==> src/rtl/ad9434_lane_align.sv <==
// DDR half-word reassembly and IDELAY eye-training sequencer for AD9434-class LVDS ADCs.
// Define AD9434_ALIGN_OR_EN to register over-range flags alongside the samples.
module ad9434_lane_align #(
  parameter int unsigned         NUM_CH     = 1,
  parameter int unsigned         HALF_W     = 6,
  parameter int unsigned         TAP_W      = 5,
  parameter int unsigned         SETTLE_CYC = 16,
  parameter int unsigned         CHECK_CYC  = 64,
  parameter logic [2*HALF_W-1:0] TRAIN_PAT  = 12'hA5C
) (
  input  logic                       adc_clk,
  input  logic                       rst,
  input  logic                       train_start,
  input  logic [NUM_CH*HALF_W-1:0]   d_rise,
  input  logic [NUM_CH*HALF_W-1:0]   d_fall,
  input  logic [NUM_CH-1:0]          or_in,
  output logic [NUM_CH*TAP_W-1:0]    tap_val,
  output logic [NUM_CH-1:0]          tap_ld,
  output logic [NUM_CH*2*HALF_W-1:0] sample_out,
  output logic [NUM_CH-1:0]          or_out,
  output logic                       sample_valid,
  output logic                       train_busy,
  output logic                       train_done,
  output logic [NUM_CH-1:0]          train_err
);
  localparam int unsigned SW      = 2 * HALF_W;
  localparam int unsigned LEN_W   = TAP_W + 1;
  localparam int unsigned CNT_MAX = (SETTLE_CYC > CHECK_CYC) ? SETTLE_CYC : CHECK_CYC;
  localparam int unsigned CNT_W   = $clog2(CNT_MAX + 1);

  localparam logic [2:0] IDLE   = 3'd0;
  localparam logic [2:0] LOAD   = 3'd1;
  localparam logic [2:0] SETTLE = 3'd2;
  localparam logic [2:0] CHECK  = 3'd3;
  localparam logic [2:0] STEP   = 3'd4;
  localparam logic [2:0] APPLY  = 3'd5;

  logic [2:0]        state_q, state_d;
  logic [TAP_W-1:0]  t_q, t_d;
  logic [CNT_W-1:0]  cnt_q, cnt_d;
  logic              busy_q, busy_d, done_q, done_d, valid_q, valid_d;
  logic [NUM_CH-1:0] tap_ld_q, tap_ld_d, err_q, err_d, swap_q, swap_d;
  logic [NUM_CH-1:0] pass_n_q, pass_n_d, pass_s_q, pass_s_d;
  logic [NUM_CH-1:0] run_ord_q, run_ord_d, best_ord_q, best_ord_d;
  logic [TAP_W-1:0]  tap_q [NUM_CH];
  logic [TAP_W-1:0]  tap_d [NUM_CH];
  logic [TAP_W-1:0]  run_start_q [NUM_CH];
  logic [TAP_W-1:0]  run_start_d [NUM_CH];
  logic [TAP_W-1:0]  best_start_q [NUM_CH];
  logic [TAP_W-1:0]  best_start_d [NUM_CH];
  logic [LEN_W-1:0]  run_len_q [NUM_CH];
  logic [LEN_W-1:0]  run_len_d [NUM_CH];
  logic [LEN_W-1:0]  best_len_q [NUM_CH];
  logic [LEN_W-1:0]  best_len_d [NUM_CH];
  logic [HALF_W-1:0] fall_d1_q [NUM_CH];
  logic [SW-1:0]     sample_q [NUM_CH];

  logic [NUM_CH-1:0] match_n_c, match_s_c, cand_ord_c;
  logic [TAP_W-1:0]  cand_start_c [NUM_CH];
  logic [LEN_W-1:0]  cand_len_c [NUM_CH];

  // Pattern match of both word orders and the run a tap would produce in STEP.
  always_comb begin
    for (int c = 0; c < NUM_CH; c++) begin
      match_n_c[c]    = ({d_rise[c*HALF_W +: HALF_W], d_fall[c*HALF_W +: HALF_W]} == TRAIN_PAT);
      match_s_c[c]    = ({fall_d1_q[c], d_rise[c*HALF_W +: HALF_W]} == TRAIN_PAT);
      cand_ord_c[c]   = ~pass_n_q[c];
      cand_start_c[c] = t_q;
      cand_len_c[c]   = '0;
      if (pass_n_q[c] | pass_s_q[c]) begin
        if ((run_len_q[c] != '0) && (run_ord_q[c] == cand_ord_c[c])) begin
          cand_start_c[c] = run_start_q[c];
          cand_len_c[c]   = run_len_q[c] + LEN_W'(1);
        end else begin
          cand_len_c[c] = LEN_W'(1);
        end
      end
    end
  end

  always_comb begin
    state_d    = state_q;
    t_d        = t_q;
    cnt_d      = cnt_q;
    done_d     = done_q;
    err_d      = err_q;
    swap_d     = swap_q;
    pass_n_d   = pass_n_q;
    pass_s_d   = pass_s_q;
    run_ord_d  = run_ord_q;
    best_ord_d = best_ord_q;
    for (int c = 0; c < NUM_CH; c++) begin
      tap_d[c]        = tap_q[c];
      run_start_d[c]  = run_start_q[c];
      run_len_d[c]    = run_len_q[c];
      best_start_d[c] = best_start_q[c];
      best_len_d[c]   = best_len_q[c];
    end

    case (state_q)
      IDLE: begin
        if (train_start) begin
          state_d    = LOAD;
          t_d        = '0;
          done_d     = 1'b0;
          err_d      = '0;
          run_ord_d  = '0;
          best_ord_d = '0;
          for (int c = 0; c < NUM_CH; c++) begin
            run_start_d[c]  = '0;
            run_len_d[c]    = '0;
            best_start_d[c] = '0;
            best_len_d[c]   = '0;
          end
        end
      end
      LOAD: begin
        state_d = SETTLE;
        cnt_d   = '0;
      end
      SETTLE: begin
        if (cnt_q == CNT_W'(SETTLE_CYC - 1)) begin
          state_d  = CHECK;
          cnt_d    = '0;
          pass_n_d = '1;
          pass_s_d = '1;
        end else begin
          cnt_d = cnt_q + CNT_W'(1);
        end
      end
      CHECK: begin
        pass_n_d = pass_n_q & match_n_c;
        pass_s_d = pass_s_q & match_s_c;
        if (cnt_q == CNT_W'(CHECK_CYC - 1)) begin
          state_d = STEP;
          cnt_d   = '0;
        end else begin
          cnt_d = cnt_q + CNT_W'(1);
        end
      end
      STEP: begin
        run_ord_d = cand_ord_c;
        for (int c = 0; c < NUM_CH; c++) begin
          run_start_d[c] = cand_start_c[c];
          run_len_d[c]   = cand_len_c[c];
          // Strictly greater keeps the earliest of equally wide eyes.
          if (cand_len_c[c] > best_len_q[c]) begin
            best_start_d[c] = cand_start_c[c];
            best_len_d[c]   = cand_len_c[c];
            best_ord_d[c]   = cand_ord_c[c];
          end
        end
        if (&t_q) begin
          state_d = APPLY;
        end else begin
          state_d = LOAD;
          t_d     = t_q + TAP_W'(1);
        end
      end
      APPLY: begin
        state_d = IDLE;
        done_d  = 1'b1;
      end
      default: state_d = IDLE;
    endcase

    busy_d   = (state_d != IDLE);
    valid_d  = done_d && (state_d == IDLE);
    tap_ld_d = ((state_d == LOAD) || (state_d == APPLY)) ? '1 : '0;

    // Tap/order programming is computed on entry so it lands with tap_ld.
    for (int c = 0; c < NUM_CH; c++) begin
      if (state_d == LOAD) begin
        tap_d[c] = t_d;
      end else if ((state_q == STEP) && (state_d == APPLY)) begin
        if (best_len_d[c] == '0) begin
          tap_d[c]  = '0;
          swap_d[c] = 1'b0;
          err_d[c]  = 1'b1;
        end else begin
          tap_d[c]  = best_start_d[c] + TAP_W'(best_len_d[c] >> 1);
          swap_d[c] = best_ord_d[c];
        end
      end
    end
  end

  always_ff @(posedge adc_clk or posedge rst) begin
    if (rst) begin
      state_q    <= IDLE;
      t_q        <= '0;
      cnt_q      <= '0;
      busy_q     <= 1'b0;
      done_q     <= 1'b0;
      valid_q    <= 1'b0;
      tap_ld_q   <= '0;
      err_q      <= '0;
      swap_q     <= '0;
      pass_n_q   <= '0;
      pass_s_q   <= '0;
      run_ord_q  <= '0;
      best_ord_q <= '0;
      for (int c = 0; c < NUM_CH; c++) begin
        tap_q[c]        <= '0;
        run_start_q[c]  <= '0;
        run_len_q[c]    <= '0;
        best_start_q[c] <= '0;
        best_len_q[c]   <= '0;
      end
    end else begin
      state_q    <= state_d;
      t_q        <= t_d;
      cnt_q      <= cnt_d;
      busy_q     <= busy_d;
      done_q     <= done_d;
      valid_q    <= valid_d;
      tap_ld_q   <= tap_ld_d;
      err_q      <= err_d;
      swap_q     <= swap_d;
      pass_n_q   <= pass_n_d;
      pass_s_q   <= pass_s_d;
      run_ord_q  <= run_ord_d;
      best_ord_q <= best_ord_d;
      for (int c = 0; c < NUM_CH; c++) begin
        tap_q[c]        <= tap_d[c];
        run_start_q[c]  <= run_start_d[c];
        run_len_q[c]    <= run_len_d[c];
        best_start_q[c] <= best_start_d[c];
        best_len_q[c]   <= best_len_d[c];
      end
    end
  end

  // Sample assembly: swapped order pairs last cycle's falling half with this rising half.
  always_ff @(posedge adc_clk or posedge rst) begin
    if (rst) begin
      for (int c = 0; c < NUM_CH; c++) begin
        fall_d1_q[c] <= '0;
        sample_q[c]  <= '0;
      end
    end else begin
      for (int c = 0; c < NUM_CH; c++) begin
        fall_d1_q[c] <= d_fall[c*HALF_W +: HALF_W];
        sample_q[c]  <= swap_q[c] ? {fall_d1_q[c], d_rise[c*HALF_W +: HALF_W]}
                                  : {d_rise[c*HALF_W +: HALF_W], d_fall[c*HALF_W +: HALF_W]};
      end
    end
  end

`ifdef AD9434_ALIGN_OR_EN
  logic [NUM_CH-1:0] or_q;

  // Both orders take the flag of the rising-half cycle, i.e. the current one.
  always_ff @(posedge adc_clk or posedge rst) begin
    if (rst) or_q <= '0;
    else     or_q <= or_in;
  end

  assign or_out = or_q;
`else
  logic unused_or_in_c;

  assign unused_or_in_c = ^or_in;
  assign or_out         = '0;
`endif

  for (genvar c = 0; c < NUM_CH; c++) begin : g_out
    assign tap_val[c*TAP_W +: TAP_W] = tap_q[c];
    assign sample_out[c*SW +: SW]    = sample_q[c];
  end

  assign tap_ld       = tap_ld_q;
  assign sample_valid = valid_q;
  assign train_busy   = busy_q;
  assign train_done   = done_q;
  assign train_err    = err_q;

endmodule
==> config.mk <==
export PLATFORM = sky130hd
export DESIGN_NAME = ad9434_lane_align
export DESIGN_NICKNAME = d
export VERILOG_FILES = /design/src/rtl/ad9434_lane_align.sv
export SDC_FILE = /design/constraint.sdc
export NUM_CORES = 1
export LEC_CHECK = 0
export CAP_MARGIN = 20
export CORE_ASPECT_RATIO = 1.2
export CORE_UTILIZATION = 45
export DETAILED_ROUTE_END_ITERATION = 10
export GPL_ROUTABILITY_DRIVEN = 0
export PLACE_DENSITY = 0.66
export SKIP_LAST_GASP = 1
export SYNTH_ARGS = -nofsm -noshare
export SYNTH_HDL_FRONTEND = slang
export SYNTH_SLANG_ARGS = --single-unit
==> constraint.sdc <==
create_clock -name adc_clk -period 5 [get_ports adc_clk]
set_clock_uncertainty 0.15 [all_clocks]
set_input_delay 1 -clock adc_clk [delete_from_list [all_inputs] [get_ports adc_clk]]
set_output_delay 1 -clock adc_clk [all_outputs]
set_load 0.02 [all_outputs]
==> results.md <==
### Worst setup path
* **Buf+Inv Stages, Crit Path** 4
* **CP max FO** 10
* **Largest stage delay, worst path** 0.48 ns
* **signal arrival time at the worst endpoint** 4.66 ns
* **Most Frequent Cell on Critical Path** sky130_fd_sc_hd__ha_1
* **kind of critical path** register to register
* **critical path capture point type** register
* **critical path, cell by cell** inv_1 > ha_1 > or4b_1 > o22ai_1 > buf_4 > nor2_1 > ha_1 > nor2b_1 > o21ai_0 > a31oi_4 > buf_4 > inv_2 > o21ai_0 > ha_1 > fa_1 > nand2_1 > o21ai_1 > xnor2_1 > o21ai_1
* **cells on worst reg2reg path** 19
* **cell depth of the worst setup path** 19
* **Slowest-stage cell, CP** sky130_fd_sc_hd__or4b_1
* **category of cells accounting for the largest share of critical-path delay** compound AO/OA/AOI/OAI gates
* **worst endpoint required time** 5.08 ns
* **startpoint type of the worst setup path** register

### Layout
* **count of filler cells inserted in the layout** 649
* **Final Cell Area** 4120 um2
* **Post-layout nets** 403
* **Cell Count, Final, Fillers Out** 467
* **multi-input gate area in the final layout** 1590 um2
* **layout overhead on the synthesized area** 18.0%
* **share of layout cells above drive strength 1** 11.4%
* **number of diodes** 0
* **fin util** 55.9%
* **storage element area** 1750 um2

### GRT
* **Congestion Overflow GR** 0
* **Global Route Usage Sum** 20.3%
* **wire length of the first global-routing pass** 12,300 um
* **antenna violations before repair** 0
* **vias in the first global route** 2,504
* **maximum number of pins on one net before global-route repair** 47

### Synth
* **area fraction in compound gates after synthesis** 13.7%
* **most common library cells after synthesis** sky130_fd_sc_hd__dfrtp_1, sky130_fd_sc_hd__nor2_1, sky130_fd_sc_hd__o21ai_0
* **predominant post-synthesis flop cell** sky130_fd_sc_hd__dfrtp_1
* **proportion of register bits with asynchronous set or reset after synthesis** 100%
* **top cell type by total area after synthesis** sky130_fd_sc_hd__dfrtp_1
* **synthesized area** 3490 um2
* **per-instance average area after synthesis** 10.4 um2
* **number of flops mapped to enable cells by yosys** 0
* **post-synthesis cell type count** 52
* **xor/xnor cell area share of the yosys netlist** 2.76%
* **largest cells by area after synthesis** sky130_fd_sc_hd__dfrtp_1, sky130_fd_sc_hd__ha_1, sky130_fd_sc_hd__mux2_2
* **Post-Synthesis Net Count** 366
* **Gate Count Post-Synth** 335
* **combinational family with the most area after synthesis** simple AND/OR/NAND/NOR gates
* **simple-gate area share of the yosys netlist** 16.1%
* **count of warnings emitted by yosys** 0
* **share of synthesized area spent on multiplexers** 7.39%
* **cell with the most instances after synthesis** sky130_fd_sc_hd__dfrtp_1
* **area share of the largest cell type after synthesis** 50.2%
* **fraction of the mapped netlist area in adder cells** 5.60%
* **proportion of synthesized chip area in sequential cells** 50.2%
* **synthesized flop and latch total** 70

### Placed design
* **Post-DP Area** 3930 um2
* **Placed Cells** 451
* **pre-CTS worst setup slack** 0.397 ns
* **post-DP HPWL** 5280 um
* **I/O Buffers** 36

### STA
* **crit path time final** 4.58 ns
* **relative slew slack** 37.8%
* **maximum clock rate** 0.218 GHz
* **measured slew at the worst slew-check pin** 0.931 ns
* **ratio of final minimum period to clock period** 91.6%
* **setup repair after global routing missed its margin** no
* **Final WS setup** 0.418 ns
* **worst hold margin** 0.344 ns
* **total of endpoints with negative setup slack in the final report** 0
* **Setup TNS** 0 ns
* **final-report hold violation count** 0
* **max-slew violations** 0

### Run status
* **outcome** complete, no violations

### Clock tree
* **Hold-fix buffers, CTS** 0
* **maximum level of the CTS H-tree** 3
* **clock transition at the registers of the reported paths** 0.07 ns
* **count of instances resized after the clock tree is built** 0
* **post-CTS repair timing setup buffer count** 0
* **buffer cell driving the clock tree root** sky130_fd_sc_hd__clkbuf_8
* **clock sink count** 70
* **Inserted Clock Buffers** 9
* **Worst-Skew Late Latency** 0.34 ns
* **Max Root-Sink Buffers** 2
* **CTS tree** built

### Die
* **starting density of the core** 47.4%
* **Die X** 82.4 um
* **y dimension of the die** 98.5 um
* **standard cell core area** 7360 um2
* **total I/O pin count** 39
* **Core Rows** 34
* **floorplan die area** 8110 um2

### Power
* **leakage dissipation** 1.81 nW
* **Max IR drop VDD** 193 uV
* **Final Power** 1.07 mW
* **power density normalized to cell area** 260 nW/um2

### Routing
* **wire length per cell** 15.8 um
* **per-cell via count in the routed design** 5.49
* **Detailed Routing Iterations Pass 1** 4
* **overall routed net length** 7360 um
* **DRC violations left** 0
* **remaining antenna violation count** 0
* **total via count after detailed routing** 2,564
* **Starting DRT DRC Count** 143

### Flow run
* **Max-Cap Viols** 0

### Min path
* **worst hold stages** 2
* **class of the worst hold path** register to register

cell families after synthesis:
family / Yosys count
AO/OA/AOI/OAI: 74
XOR/XNOR: 11
adder cells (fa/ha/maj): 15
buffers and inverters: 35
flip-flops: 70
multiplexers: 24
other: 1
AND/OR/NAND/NOR: 105
sequential cells by signal, indices dropped and copies added, names as in the netlist:
register      flops
train_busy        1
pass_n_q          1
swap_q            1
state_q           3
sample_valid      1
best_ord_q        1
best_len_q        6
fall_d1_q         6
train_done        1
run_len_q         6
pass_s_q          1
cnt_q             7
run_start_q       5
run_ord_q         1
train_err         1
tap_val           5
sample_out       12
tap_ld            1
t_q               5
best_start_q      5
cell usage in the layout (no fill, tap or decap), types with 3 or more instances in the layout:
cell                              instances
sky130_fd_sc_hd__or3_1                    3
sky130_fd_sc_hd__buf_4                    5
sky130_fd_sc_hd__o31ai_1                  5
sky130_fd_sc_hd__inv_1                   18
sky130_fd_sc_hd__o21ai_0                 23
sky130_fd_sc_hd__mux2i_1                 10
sky130_fd_sc_hd__a22o_1                   9
sky130_fd_sc_hd__ha_1                    14
sky130_fd_sc_hd__xnor2_1                  8
sky130_fd_sc_hd__nand3_1                 17
sky130_fd_sc_hd__o21ai_1                  7
sky130_fd_sc_hd__nand2_1                 20
sky130_fd_sc_hd__xor2_1                   3
sky130_fd_sc_hd__nor3_1                  10
sky130_fd_sc_hd__nand2b_1                 3
sky130_fd_sc_hd__clkbuf_8                12
sky130_fd_sc_hd__clkdlybuf4s50_1         36
sky130_fd_sc_hd__a21oi_1                 16
sky130_fd_sc_hd__dfrtp_1                 70
sky130_fd_sc_hd__nor2_1                  27
sky130_fd_sc_hd__mux2_2                  14
sky130_fd_sc_hd__and2_1                   4
path summary, 6_finish.rpt:
path / startpoint / end / slack [ns]
max in group asynchronous: rst / best_start_q[4] / 2.77
hold reg to reg: best_start_q[4] / best_start_q[4] / 0.34
setup reg to reg: run_len_q[0] / tap_val[4] / 0.42
min in group asynchronous: rst / cnt_q[3] / 1.03
setup / recovery: run_len_q[0] / tap_val[4] / 0.42
hold / removal: best_start_q[4] / best_start_q[4] / 0.34
worst register-to-register path: cells and delay by family (launching register included):
family | cells | cell delay (ns)
DFF | 1 | 0.43
AOI/OAI and AO/OA | 6 | 1.16
and+or+nand+nor | 4 | 0.78
adders and majority gates | 4 | 1.09
xor gates and xnor gates | 1 | 0.17
buffers and inverters | 4 | 0.69
power breakdown:
| part | switching [mW] | leakage (nW) | internal, mW | total (mW) |
|---|---|---|---|---|
| clock network | 0.208 | 0.0954 | 0.219 | 0.427 |
| logic | 0.0348 | 0.898 | 0.0299 | 0.0647 |
| registers | 0.00398 | 0.816 | 0.575 | 0.579 |
| total | 0.247 | 1.81 | 0.825 | 1.07 |
routing by layer:
metal	up-vias	GRT usage [%]	wire, um
met5	-	0	0
met4	0	9.85	156
met3	11	3.24	316
met2	54	32.6	3590
met1	1235	26.2	3300
li1	1264	-	-
cell type report:
type | count | share of cell area, %
clock buffer | 13 | 4.10
clock inverter | 3 | 0.426
inverter | 20 | 1.82
multi-input combinational | 230 | 38.7
sequential | 70 | 42.6
tap | 90 | 2.74
timing repair buffer | 41 | 9.67
No activity file was read; power rests on OpenSTA's default activity.
